## src/rtl/foo_stream_pkg.sv

```systemverilog
// rtl/foo_stream_pkg.sv - shared types and width helpers for the foo_stream arithmetic pipe
package foo_stream_pkg;

    typedef enum logic {
        RND_TRUNC = 1'b0,
        RND_FLOOR = 1'b1
    } rnd_e;

    // Packed so that the 2-bit {sat_en, rnd} input maps directly onto it.
    typedef struct packed {
        logic sat_en;
        rnd_e rnd;
    } foo_mode_t;

    // Width of 3c+1 and 4d: both need two extra bits over the operand width.
    function automatic int p_w(input int width);
        return width + 2;
    endfunction

    // Width of (a-b)*(3c+1) - 4d, wide enough for every operand combination.
    function automatic int diff_w(input int width);
        return 2 * width + 4;
    endfunction

endpackage

```

## src/rtl/foo_stream_if.sv

```systemverilog
// rtl/foo_stream_if.sv - operand/result stream bundle for foo_stream
//  Input side : in_vld, in_rdy, a_in..d_in, in_tag, in_mode
//  Output side: out_vld, out_rdy, res, res_tag, res_ovf
//  master = operand source / result consumer, slave = the arithmetic pipe
interface foo_stream_if
    import foo_stream_pkg::*;
#(
    parameter int WIDTH = 32,
    parameter int TAG_W = 4
);
    logic                    in_vld;
    logic                    in_rdy;
    logic signed [WIDTH-1:0] a_in;
    logic signed [WIDTH-1:0] b_in;
    logic signed [WIDTH-1:0] c_in;
    logic signed [WIDTH-1:0] d_in;
    logic [TAG_W-1:0]        in_tag;
    foo_mode_t               in_mode;
    logic                    out_vld;
    logic                    out_rdy;
    logic signed [WIDTH-1:0] res;
    logic [TAG_W-1:0]        res_tag;
    logic                    res_ovf;

    modport master (
        output in_vld, a_in, b_in, c_in, d_in, in_tag, in_mode, out_rdy,
        input  in_rdy, out_vld, res, res_tag, res_ovf
    );

    modport slave (
        input  in_vld, a_in, b_in, c_in, d_in, in_tag, in_mode, out_rdy,
        output in_rdy, out_vld, res, res_tag, res_ovf
    );
endinterface

```

## src/rtl/foo_stream_round_sat.sv

```systemverilog
// rtl/foo_stream_round_sat.sv - halve a wide difference with trunc/floor rounding, flag and optionally clamp overflow
//  i_diff  in  DW     signed difference
//  i_mode  in  2      {sat_en, rnd}
//  o_res   out WIDTH  rounded, clamped or wrapped result
//  o_ovf   out 1      rounded quotient not representable in WIDTH bits
module foo_stream_round_sat
    import foo_stream_pkg::*;
#(
    parameter int  WIDTH = 32,
    localparam int DW    = diff_w(WIDTH)
) (
    input  logic signed [DW-1:0]    i_diff,
    input  foo_mode_t               i_mode,
    output logic signed [WIDTH-1:0] o_res,
    output logic                    o_ovf
);
    localparam logic [WIDTH-1:0] RES_MAX = {1'b0, {(WIDTH-1){1'b1}}};
    localparam logic [WIDTH-1:0] RES_MIN = {1'b1, {(WIDTH-1){1'b0}}};

    logic signed [DW-1:0] w_adj;
    logic signed [DW-1:0] w_q;
    logic                 w_trunc_fix;

    // An arithmetic shift floors; bumping odd negatives by one first turns it into truncation.
    // Even negatives are unaffected because the added bit falls off in the shift.
    assign w_trunc_fix = (i_mode.rnd == RND_TRUNC) && i_diff[DW-1];
    assign w_adj       = i_diff + {{(DW-1){1'b0}}, w_trunc_fix};
    assign w_q         = w_adj >>> 1;

    // Representable iff every bit from the result sign bit upward is identical.
    assign o_ovf = !((&w_q[DW-1:WIDTH-1]) || !(|w_q[DW-1:WIDTH-1]));

    always_comb begin
        o_res = w_q[WIDTH-1:0];
        if (i_mode.sat_en && o_ovf) begin
            o_res = w_q[DW-1] ? RES_MIN : RES_MAX;
        end
    end
endmodule

```

## src/rtl/foo_stream.sv

```systemverilog
// rtl/foo_stream.sv - 4-stage elastic pipe computing ((a-b)*(3c+1) - 4d) / 2 with tag, mode and overflow
//  clk  in  1   clock
//  rst  in  1   synchronous active-high reset
//  bus  slave   operand stream in, result stream out (see foo_stream_if)
module foo_stream
    import foo_stream_pkg::*;
#(
    parameter int WIDTH = 32,
    parameter int TAG_W = 4
) (
    input  logic         clk,
    input  logic         rst,
    foo_stream_if.slave  bus
);
    localparam int PW = p_w(WIDTH);
    localparam int MW = 2 * WIDTH + 3;
    localparam int DW = diff_w(WIDTH);

    logic [3:0] r_v;
    logic [4:0] w_rdy;

    // S0: registered operands
    logic [WIDTH-1:0] r0_a, r0_b, r0_c, r0_d;
    logic [TAG_W-1:0] r0_tag;
    foo_mode_t        r0_mode;
    // S1: partial terms
    logic [WIDTH:0]   r1_p1;
    logic [PW-1:0]    r1_p2, r1_p3;
    logic [TAG_W-1:0] r1_tag;
    foo_mode_t        r1_mode;
    // S2: product
    logic [MW-1:0]    r2_m;
    logic [PW-1:0]    r2_p3;
    logic [TAG_W-1:0] r2_tag;
    foo_mode_t        r2_mode;
    // S3: result
    logic [WIDTH-1:0] r3_res;
    logic [TAG_W-1:0] r3_tag;
    logic             r3_ovf;

    logic [WIDTH:0]          w_p1;
    logic [PW-1:0]           w_c_ext, w_p2, w_p3;
    logic signed [MW-1:0]    w_m;
    logic signed [DW-1:0]    w_diff;
    logic signed [WIDTH-1:0] w_res;
    logic                    w_ovf;

    // A stage may load when it is empty or its content moves on this same edge.
    assign w_rdy[4] = bus.out_rdy;
    assign w_rdy[3] = !r_v[3] || w_rdy[4];
    assign w_rdy[2] = !r_v[2] || w_rdy[3];
    assign w_rdy[1] = !r_v[1] || w_rdy[2];
    assign w_rdy[0] = !r_v[0] || w_rdy[1];

    assign w_p1    = {r0_a[WIDTH-1], r0_a} - {r0_b[WIDTH-1], r0_b};
    assign w_c_ext = {{2{r0_c[WIDTH-1]}}, r0_c};
    assign w_p2    = (w_c_ext <<< 1) + w_c_ext + PW'(1);
    assign w_p3    = {r0_d, 2'b00};

    assign w_m = $signed({{(MW-WIDTH-1){r1_p1[WIDTH]}}, r1_p1})
               * $signed({{(MW-PW){r1_p2[PW-1]}}, r1_p2});

    assign w_diff = {r2_m[MW-1], r2_m} - {{(DW-PW){r2_p3[PW-1]}}, r2_p3};

    foo_stream_round_sat #(.WIDTH(WIDTH)) u_round_sat (
        .i_diff (w_diff),
        .i_mode (r2_mode),
        .o_res  (w_res),
        .o_ovf  (w_ovf)
    );

    always_ff @(posedge clk) begin
        if (rst) begin
            r_v     <= '0;
            r0_a    <= '0; r0_b <= '0; r0_c <= '0; r0_d <= '0;
            r0_tag  <= '0; r0_mode <= '0;
            r1_p1   <= '0; r1_p2 <= '0; r1_p3 <= '0;
            r1_tag  <= '0; r1_mode <= '0;
            r2_m    <= '0; r2_p3 <= '0;
            r2_tag  <= '0; r2_mode <= '0;
            r3_res  <= '0; r3_tag <= '0; r3_ovf <= 1'b0;
        end else begin
            if (w_rdy[0]) r_v[0] <= bus.in_vld;
            if (w_rdy[1]) r_v[1] <= r_v[0];
            if (w_rdy[2]) r_v[2] <= r_v[1];
            if (w_rdy[3]) r_v[3] <= r_v[2];

            // Data registers load only on a real transfer so idle inputs never enter the pipe.
            if (bus.in_vld && w_rdy[0]) begin
                r0_a    <= bus.a_in;
                r0_b    <= bus.b_in;
                r0_c    <= bus.c_in;
                r0_d    <= bus.d_in;
                r0_tag  <= bus.in_tag;
                r0_mode <= bus.in_mode;
            end
            if (r_v[0] && w_rdy[1]) begin
                r1_p1   <= w_p1;
                r1_p2   <= w_p2;
                r1_p3   <= w_p3;
                r1_tag  <= r0_tag;
                r1_mode <= r0_mode;
            end
            if (r_v[1] && w_rdy[2]) begin
                r2_m    <= w_m;
                r2_p3   <= r1_p3;
                r2_tag  <= r1_tag;
                r2_mode <= r1_mode;
            end
            if (r_v[2] && w_rdy[3]) begin
                r3_res <= w_res;
                r3_tag <= r2_tag;
                r3_ovf <= w_ovf;
            end
        end
    end

    assign bus.in_rdy  = w_rdy[0];
    assign bus.out_vld = r_v[3];
    assign bus.res     = r3_res;
    assign bus.res_tag = r3_tag;
    assign bus.res_ovf = r3_ovf;
endmodule
```

## src/flat_wrapper.sv

```systemverilog
// flat-port wrapper written by rule: the top's interface ports become plain ports
module foo_stream_flat import foo_stream_pkg::*;
#(
    parameter int WIDTH = 32,
    parameter int TAG_W = 4
)
  (clk, rst, bus_in_vld, bus_a_in, bus_b_in, bus_c_in, bus_d_in, bus_in_tag, bus_in_mode, bus_out_rdy, bus_in_rdy, bus_out_vld, bus_res, bus_res_tag, bus_res_ovf);
  foo_stream_if #(.WIDTH(WIDTH), .TAG_W(TAG_W)) bus_i ();
  input  logic clk;
  input  logic rst;
  input wire logic [$bits(bus_i.in_vld)-1:0] bus_in_vld;
  input wire logic [$bits(bus_i.a_in)-1:0] bus_a_in;
  input wire logic [$bits(bus_i.b_in)-1:0] bus_b_in;
  input wire logic [$bits(bus_i.c_in)-1:0] bus_c_in;
  input wire logic [$bits(bus_i.d_in)-1:0] bus_d_in;
  input wire logic [$bits(bus_i.in_tag)-1:0] bus_in_tag;
  input wire logic [$bits(bus_i.in_mode)-1:0] bus_in_mode;
  input wire logic [$bits(bus_i.out_rdy)-1:0] bus_out_rdy;
  output wire logic [$bits(bus_i.in_rdy)-1:0] bus_in_rdy;
  output wire logic [$bits(bus_i.out_vld)-1:0] bus_out_vld;
  output wire logic [$bits(bus_i.res)-1:0] bus_res;
  output wire logic [$bits(bus_i.res_tag)-1:0] bus_res_tag;
  output wire logic [$bits(bus_i.res_ovf)-1:0] bus_res_ovf;
  assign bus_i.in_vld = bus_in_vld;
  assign bus_i.a_in = bus_a_in;
  assign bus_i.b_in = bus_b_in;
  assign bus_i.c_in = bus_c_in;
  assign bus_i.d_in = bus_d_in;
  assign bus_i.in_tag = bus_in_tag;
  assign bus_i.in_mode = bus_in_mode;
  assign bus_i.out_rdy = bus_out_rdy;
  assign bus_in_rdy = bus_i.in_rdy;
  assign bus_out_vld = bus_i.out_vld;
  assign bus_res = bus_i.res;
  assign bus_res_tag = bus_i.res_tag;
  assign bus_res_ovf = bus_i.res_ovf;
  foo_stream #(.WIDTH(WIDTH), .TAG_W(TAG_W)) u_core (.clk(clk), .rst(rst), .bus(bus_i));
endmodule
```

## config.mk

```make
export PLATFORM = sky130hd
export DESIGN_NAME = foo_stream_flat
export DESIGN_NICKNAME = d
export VERILOG_FILES = /design/src/rtl/foo_stream_pkg.sv /design/src/rtl/foo_stream_if.sv /design/src/rtl/foo_stream_round_sat.sv /design/src/rtl/foo_stream.sv /design/src/flat_wrapper.sv
export SDC_FILE = /design/constraint.sdc
export NUM_CORES = 2
export LEC_CHECK = 0
export CAP_MARGIN = 20
export CORE_MARGIN = 2
export CORE_UTILIZATION = 45
export CTS_CLUSTER_DIAMETER = 40
export DETAILED_ROUTE_END_ITERATION = 6
export GPL_TIMING_DRIVEN = 0
export PLACE_DENSITY_LB_ADDON = 0.3
export SYNTH_ARGS = -nofsm -noshare
export SYNTH_HDL_FRONTEND = slang
export SYNTH_SLANG_ARGS = --single-unit
```

## constraint.sdc

```tcl
create_clock -name clk -period 10.6 [get_ports clk]
set_clock_uncertainty 0.05 [all_clocks]
set_input_delay 1.59 -clock clk [delete_from_list [all_inputs] [get_ports clk]]
set_output_delay 1.59 -clock clk [all_outputs]
set_load 0.005 [all_outputs]
```

== After elaboration in Yosys (flattened, before gate mapping) ==
Index checks and enable logic that the tools add are counted.
Cells by class
  $add $sub $neg: 5
  multipliers: 1
  mux-type cells: 2
  bitwise operators: 1
  reductions and logical operators: 19
Operators by type and width (number)
  $add A68 B1 Y68: 1
  $sub A67 B34 Y68: 1
  $mul A33 B34 Y67: 1
  $mux W32: 2
  $reduce_and A36 Y1: 1
  $reduce_or A36 Y1: 1
  $add A33 B32 Y34: 1
  $add A34 B1 Y34 const B: 1
  $sub A32 B32 Y33: 1
  $logic_and A1 B1 Y1: 6
  $logic_not A1 Y1: 6
  $logic_or A1 B1 Y1: 5
  $not A1 Y1: 1
Storage, ports and cells
  bits in registers: 385
  bits of input ports: 138
  output and inout port bits: 39
  logic and storage cells: 53

== Logic depth before layout (Yosys ltp) ==
  depth in word-level cells: 9
  gate-level depth with buffers: 36
  mapped depth without buffers: 34

== Cells and area by module ==
Synthesis repeated with hierarchy kept, for this count alone.
Unflattened totals
  cell total of the unflattened synthesis: 7321
  area, all modules: 62433.6 µm²
By module, submodules not included
  foo_stream: instances 1, cells each 6970, area an instance 59831.1 µm², sequential area each 7707.4 µm²
  foo_stream_round_sat: instances 1, cells each 351, area an instance 2602.5 µm², sequential area each 0.0 µm²

== Worst setup path before layout ==
Ideal clock, no wire load.
  path type: register to register
  from: reg u_core.r1_p1[3]
  to: reg u_core.r2_m[66]
  library setup time: 117 ps
  arrival time: 8462 ps
  required time: 10433 ps
  slack: 1971 ps
  stages on the path, launching flop included: 33
  path buffers: 3
  clock period less this slack: 8629 ps
  cell sequence: dfxtp_1 -> clkbuf_1 -> clkbuf_1 -> nand2_1 -> fa_1 -> fa_1 -> inv_1 -> fa_1 -> inv_1 -> fa_1 -> fa_1 -> inv_1 -> fa_1 -> fa_1 -> inv_1 -> fa_1 -> inv_1 -> ha_1 -> clkbuf_1 -> o2111ai_1 -> a311oi_1 -> o31ai_1 -> o2111ai_1 -> a31oi_1 -> o21a_1 -> o21a_1 -> o41ai_1 -> a31oi_1 -> o21ai_0 -> a221o_1 -> a31oi_1 -> xnor2_1 -> a22o_1
On the way
  word-level cells in the longest chain between the ends: 1
Ends and longest elaborated chain
  from (decl): line foo_stream.sv:27  | logic [WIDTH:0] r1_p1;
  from (signal assigned): line foo_stream.sv:98  | r1_p1 <= w_p1;
  $mul A33 B34 Y67: line foo_stream.sv:61  | * $signed({{(MW-PW){r1_p2[PW-1]}}, r1_p2});
  to (signal assigned): line foo_stream.sv:105  | r2_m <= w_m;
  to (decl): line foo_stream.sv:32  | logic [MW-1:0] r2_m;
No other way between the ends.
A chain may end at the register's enable or synchronous reset.

== Final worst setup path ==
  from: reg u_core.r1_p2[21]
  to: reg u_core.r2_m[66]
On the way
  word-level cells in the longest chain between the ends: 1
Ends and longest elaborated chain
  from (decl): line foo_stream.sv:28  | logic [PW-1:0] r1_p2, r1_p3;
  from (signal assigned): line foo_stream.sv:99  | r1_p2 <= w_p2;
  $mul A33 B34 Y67: line foo_stream.sv:61
No other way between the ends.

==> impl_metrics.ini <==
[clock_network]
clkTransAtPathRegs_ns = 0.06
cts_tree = built
cts_sinks = 385
insertion_delay_ns = 0.67
ctsHtreeMaxLevel = 2
cts_buffers = 54
ctsHoldBuffers = 0
clk_path_buf_depth = 3
ctsRootBufferMaster = clkbuf_16

[placement]
post-dp-hpwl_um = 192000
routabilityCongestion = 1.08
portBuffers = 175

[power_and_ir_drop]
max-vdd-ir-drop_mv = 0.133
cellLeakagePower_nw = 32.8
powerDensity_mw_per_mm2 = 103

[setup_path]
r2r-end = u_core.r2_m[66]
critPathRequiredTime_ns = 11.07
crit_path_frequent_cell = fa_1
reg2reg_setup_slack_ns = 0.09
r2r_cells = 31
cp_max_fo = 10
max_stage_delay_ns = 0.88
r2r_start = u_core.r1_p2[21]
arrival_ns = 10.98
path_class = reg -> reg
crit_path_end_kind = register
crit_slowest_cell = clkbuf_1
startpoint_type = register

[timing]
whs_ns = 0.400
slew_headroom_pct = 16.1
slew_viol_final = 0
hold_viol_final = 0
rsz0062_at_grt = no
final-setup-viol-count = 0
worst_slew_pin_slew_ns = 1.26
post-route-period-util_pct = 99.2
finalSetupTns_ns = 0
max_freq_ghz = 0.0951
min_period_ns = 10.51

[cells_and_area]
drive_gt1_share_pct = 3.24
utilization_pct = 49.9
area_growth_pct = 10.0
mostFrequentLayoutCells = nand2_1 (1307), inv_1 (1240), fa_1 (1178)
final_common_cell = nand2_1
final_nets = 9286

[run]
cap_violations = 0

[floorplan]
die_x_um = 376
die-area_mm2 = 0.142
dieHeight_um = 376
ioPinCount = 177
row_count = 136
start_util_pct = 45.3
core_area_mm2 = 0.137

[global_routing]
grt_antenna_before_repair = 26
track_usage_pct = 33.0
grt_first_pass_wirelength_um = 345000
gr-total-overflow = 0
grt_pass1_vias = 54200
grt_max_degree = 35

[detailed_routing]
antenna_left = 0
top_layer_used = met5
viasPerCell = 5.61
dr.pass1.iters = 6
wl_per_cell_um = 24.5
vias = 53100
drc = 1
wl_um = 232000
wl_met2_um = 97800
wl_met3_um = 26400
first_iter_violations = 5278
wl_met1_um = 93300

[synthesis]
syn_inst = 7382
synth.avg_cell_area_um2 = 8.45
synth_area_mm2 = 0.0623
ys.flop_type = dfxtp_1
synth.distinct_cells = 100
synth_edf_count = 0
ys_async_sr_fraction_pct = 0
yosysSeqAreaShare_pct = 12.4
synth_seq_cells = 385
syn_nets = 9048
yosysWarnings = 0

[min_path]
hold_depth = 2
min-delay-path-class = reg -> reg
hold-path-endpoint = u_core.r1_p3[10]
hold_start = u_core.r0_d[8]

[status]
violations = DRC
status = complete, but fails checks
==> metal layers <==
metal	vias to the layer above	global-route usage [%]
met5	-	1.06
met4	26	16.6
met3	630	10.3
met2	2692	49.2
met1	26400	43.3
li1	23400	-
==> area by class of cell <==
type	instances	area, um2
tap	1794	2240
clock inverter	34	499
inverter	1241	4660
sequential	385	7710
multi-input combinational	5350	48400
clock buffer	63	1460
timing repair buffer	187	1900
buffer	401	1660
antenna	14	35.0
fill	13200	68900
==> worst max-delay path, delay by kind of cell, from the launching register on <==
family | cells | cell delay [ns]
XOR/XNOR | 1 | 0.16
flip-flops | 1 | 0.66
buffers and inverters | 7 | 1.35
AO/OA/AOI/OAI | 13 | 3.57
adder cells (fa/ha/maj) | 9 | 4.29
AND/OR/NAND/NOR | 1 | 0.26
==> state kept, by name, indices dropped and copies added, names as in the netlist <==
name	flops
u_core.r0_tag	4
u_core.r1_tag	4
u_core.r2_p3	32
u_core.bus.res_tag	4
u_core.r0_b	32
u_core.r1_p3	32
u_core.r_v	4
u_core.r2_mode	2
u_core.r2_m	67
u_core.r1_mode	2
u_core.r0_mode	2
u_core.r0_a	32
u_core.r0_c	32
u_core.r1_p2	34
u_core.r0_d	32
u_core.r2_tag	4
u_core.r1_p1	33
u_core.bus.res_ovf	1
u_core.bus.res	32
==> logic make-up (layout without fill, tap and decap cells) <==
group / Yosys count / count (layout) / share of synthesized area (%)
other: 0 / 14 / 0
XOR/XNOR: 209 / 209 / 2.94
AND/OR/NAND/NOR: 2608 / 2608 / 19.8
multiplexers: 9 / 9 / 0.157
AO/OA/AOI/OAI: 996 / 996 / 9.83
buffers and inverters: 1647 / 1926 / 10.0
flip-flops: 385 / 385 / 12.4
adder cells (fa/ha/maj): 1528 / 1528 / 44.9
==> power by group <==
| group | switching, mW | total [mW] | internal (mW) |
|---|---|---|---|
| registers | 0.107 | 1.62 | 1.52 |
| clock network | 0.782 | 1.96 | 1.18 |
| logic | 2.24 | 3.46 | 1.22 |
==> worst max path at each step <==
stage | from | end | depth (start not counted)
final | u_core.r1_p2[21] | u_core.r2_m[66] | 31
after CTS | u_core.r1_p2[17] | u_core.r2_m[66] | 31
after global placement | u_core.r1_p1[9] | u_core.r2_m[66] | 32
after detailed placement | u_core.r1_p1[9] | u_core.r2_m[66] | 32
after floorplan | u_core.r1_p1[3] | u_core.r2_m[66] | 32
after global routing | u_core.r1_p2[20] | u_core.r2_m[66] | 32
==> what timing repair did <==
item | in CTS | in global routing
setup endpoints to repair | 9 | 11
resized for setup | 31 | 99
gates cloned | 0 | 0
setup buffers | 0 | 6
==> synth_stat cells, types with 39 or more instances <==
| cell type | number | area share [%] |
|---|---|---|
| clkbuf_1 | 372 | 2.2 |
| ha_1 | 349 | 7.0 |
| inv_1 | 1241 | 7.5 |
| nor2_1 | 260 | 1.6 |
| xnor2_1 | 145 | 2.0 |
| xor2_1 | 64 | 0.90 |
| nand4_1 | 48 | 0.48 |
| a21o_1 | 48 | 0.58 |
| and2_1 | 593 | 5.9 |
| dfxtp_1 | 385 | 12 |
| o21a_1 | 39 | 0.47 |
| o21ai_0 | 112 | 0.90 |
| nand2_1 | 1307 | 7.9 |
| nand3_1 | 83 | 0.67 |
| fa_1 | 1179 | 38 |
| nor3_1 | 93 | 0.75 |
| a21oi_1 | 505 | 4.1 |
==> stage by stage <==
step           instances  area (um2)  total power, mW  worst slack, ns
2_1_floorplan       7382       62300             3.81             1.97
3_3_place_gp        9351       66300             4.93           -0.636
3_5_place_dp        9352       66400             4.97           -0.588
4_1_cts             9445       68300             6.94           0.0112
5_1_grt             9458       68600             7.38           0.0265
6_report            9469       68600             7.04           0.0890
No activity file was read; power rests on OpenSTA's default activity.
==> RTL change, RTL diff (config.mk and constraints unchanged) <==
`TAG_W` is set to 4 in 3 places; all go to 6.
--- a/src/rtl/foo_stream_if.sv
+++ b/src/rtl/foo_stream_if.sv
@@ -7,5 +7,5 @@
 #(
     parameter int WIDTH = 32,
-    parameter int TAG_W = 4
+    parameter int TAG_W = 6
 );
     logic                    in_vld;
--- a/src/rtl/foo_stream.sv
+++ b/src/rtl/foo_stream.sv
@@ -7,5 +7,5 @@
 #(
     parameter int WIDTH = 32,
-    parameter int TAG_W = 4
+    parameter int TAG_W = 6
 ) (
     input  logic         clk,
--- a/src/flat_wrapper.sv
+++ b/src/flat_wrapper.sv
@@ -3,5 +3,5 @@
 #(
     parameter int WIDTH = 32,
-    parameter int TAG_W = 4
+    parameter int TAG_W = 6
 )
   (clk, rst, bus_in_vld, bus_a_in, bus_b_in, bus_c_in, bus_d_in, bus_in_tag, bus_in_mode, bus_out_rdy, bus_in_rdy, bus_out_vld, bus_res, bus_res_tag, bus_res_ovf);
Ports: changed (resized bus_in_tag and bus_res_tag); port bits go from 177 to 181. The function was not compared with the original's and may differ.
==> RTL change against the original RTL <==
The flow still finishes with violations (DRC). Wire length up 0.68%. Via count up 1.7%. Area after synthesis increased by 1.3%. Count of clock-buffer cells in the layout up 4. Total power rose by 0.74%. Cell area is 1.4% higher. Setup slack improved by 0.15 ns. Sequential cell count up 8. Global-route usage barely moved. Largest cell class unchanged.
==> RTL change: results (changes against the original RTL) <==
[status]
status=finished, violations left  ; unchanged
violations=DRC  ; unchanged

[setup_path]
max_stage_delay_ns=0.76  ; was 0.88 ns
ff2ff_path_depth=33  ; was 31
slowest_stage=fa_1  ; was clkbuf_1
r2r_start=u_core.r1_p1[13]$_SDFFE_PP0P_  ; was u_core.r1_p2[21]$_SDFFE_PP0P_

[cts]
post_cts_buffers=2  ; was 0
numCtsBuffers=56  ; was 54
clock_latency_ns=0.64  ; was 0.67 ns

[routing]
drc=1  ; unchanged
wl_per_cell_microns=24.3  ; was 24.5 microns
vias=54000  ; was 53100

[timing]
worstMarginPinSlew_ns=1.31  ; was 1.26 ns

[finish]
final_cells=9623  ; was 9469
nets=9351  ; was 9286

[logic_synthesis]
ys_seq_area_share_pct=12.5  ; was 12.4%
synth_xor_area_share_pct=2.76  ; was 2.94%
synth_commonest_cells=1313 x nand2_1, 1248 x inv_1, 1179 x fa_1  ; was 1307 x nand2_1, 1241 x inv_1, 1179 x fa_1
synthMuxAreaShare_pct=0.214  ; was 0.157%
synthAdderAreaFrac_pct=44.3  ; was 44.9%

[placed_design]
hpwl_microns=193000  ; was 192000 microns
port_buffers=180  ; was 175

[global_route]
antenna_found_initial=13  ; was 26
grt_max_degree=29  ; was 35

[hold_path]
hp-start=u_core.r1_mode[0]$_SDFFE_PP0P_  ; was u_core.r0_d[8]$_SDFFE_PP0P_

==> RTL change: cell count changes after synthesis, moves of 9 or more <==
cell	before	now
clkbuf_1	372	351
a21boi_0	6	19
nor3_1	93	73
o22ai_1	16	6
xor2_1	64	54
a311oi_1	10	20
a31oi_1	29	38
a211oi_1	34	43
nor2_1	260	226
nor4_1	18	29
a21o_1	48	80
a311oi_2	1	10
==> RTL change: metal layers <==
layer  global-route usage (%)  up-vias  share of wire (%)
li1                         -    23700                  -
met1                     42.5    26800                 39
met2                     49.3     2845                 42
met3                     11.7      647                 12
met4                     16.0       14                6.2
met5                        0        -              0.078
==> RTL change: cell type report <==
class | count | area, sq um | share of cell area [%]
antenna | 19 | 47.5 | 0.0683
multi-input combinational | 5394 | 49000 | 70.4
clock inverter | 36 | 464 | 0.667
sequential | 393 | 7880 | 11.3
buffer | 393 | 1670 | 2.40
timing repair buffer | 197 | 1960 | 2.82
clock buffer | 67 | 1510 | 2.17
inverter | 1248 | 4690 | 6.74
tap | 1876 | 2350 | 3.37
==> RTL change: kinds of logic after synthesis <==
kind of cell | after synthesis
compound gates | 1053
xor+xnor | 199
fa+ha+maj | 1528
buf+inv | 1647
flops | 393
mux | 13
simple gates | 2601
==> RTL change: power breakdown <==
part / switching [mW] / internal (mW)
logic: 2.26 / 1.22
clock network: 0.781 / 1.17
registers: 0.113 / 1.55
total: 3.15 / 3.94
==> RTL change: per-stage QoR <==
stage	instance area (sq um)	TNS [ns]	setup WS [ns]	hold slack, ns
2_1_floorplan	63100	0	2.05	0.382
3_3_place_gp	67300	-1.89	-0.576	0.389
3_5_place_dp	67300	-0.489	-0.368	0.397
4_1_cts	69300	0	0.0125	0.405
5_1_grt	69500	0	0.00485	0.421
6_report	69600	0	0.243	0.403
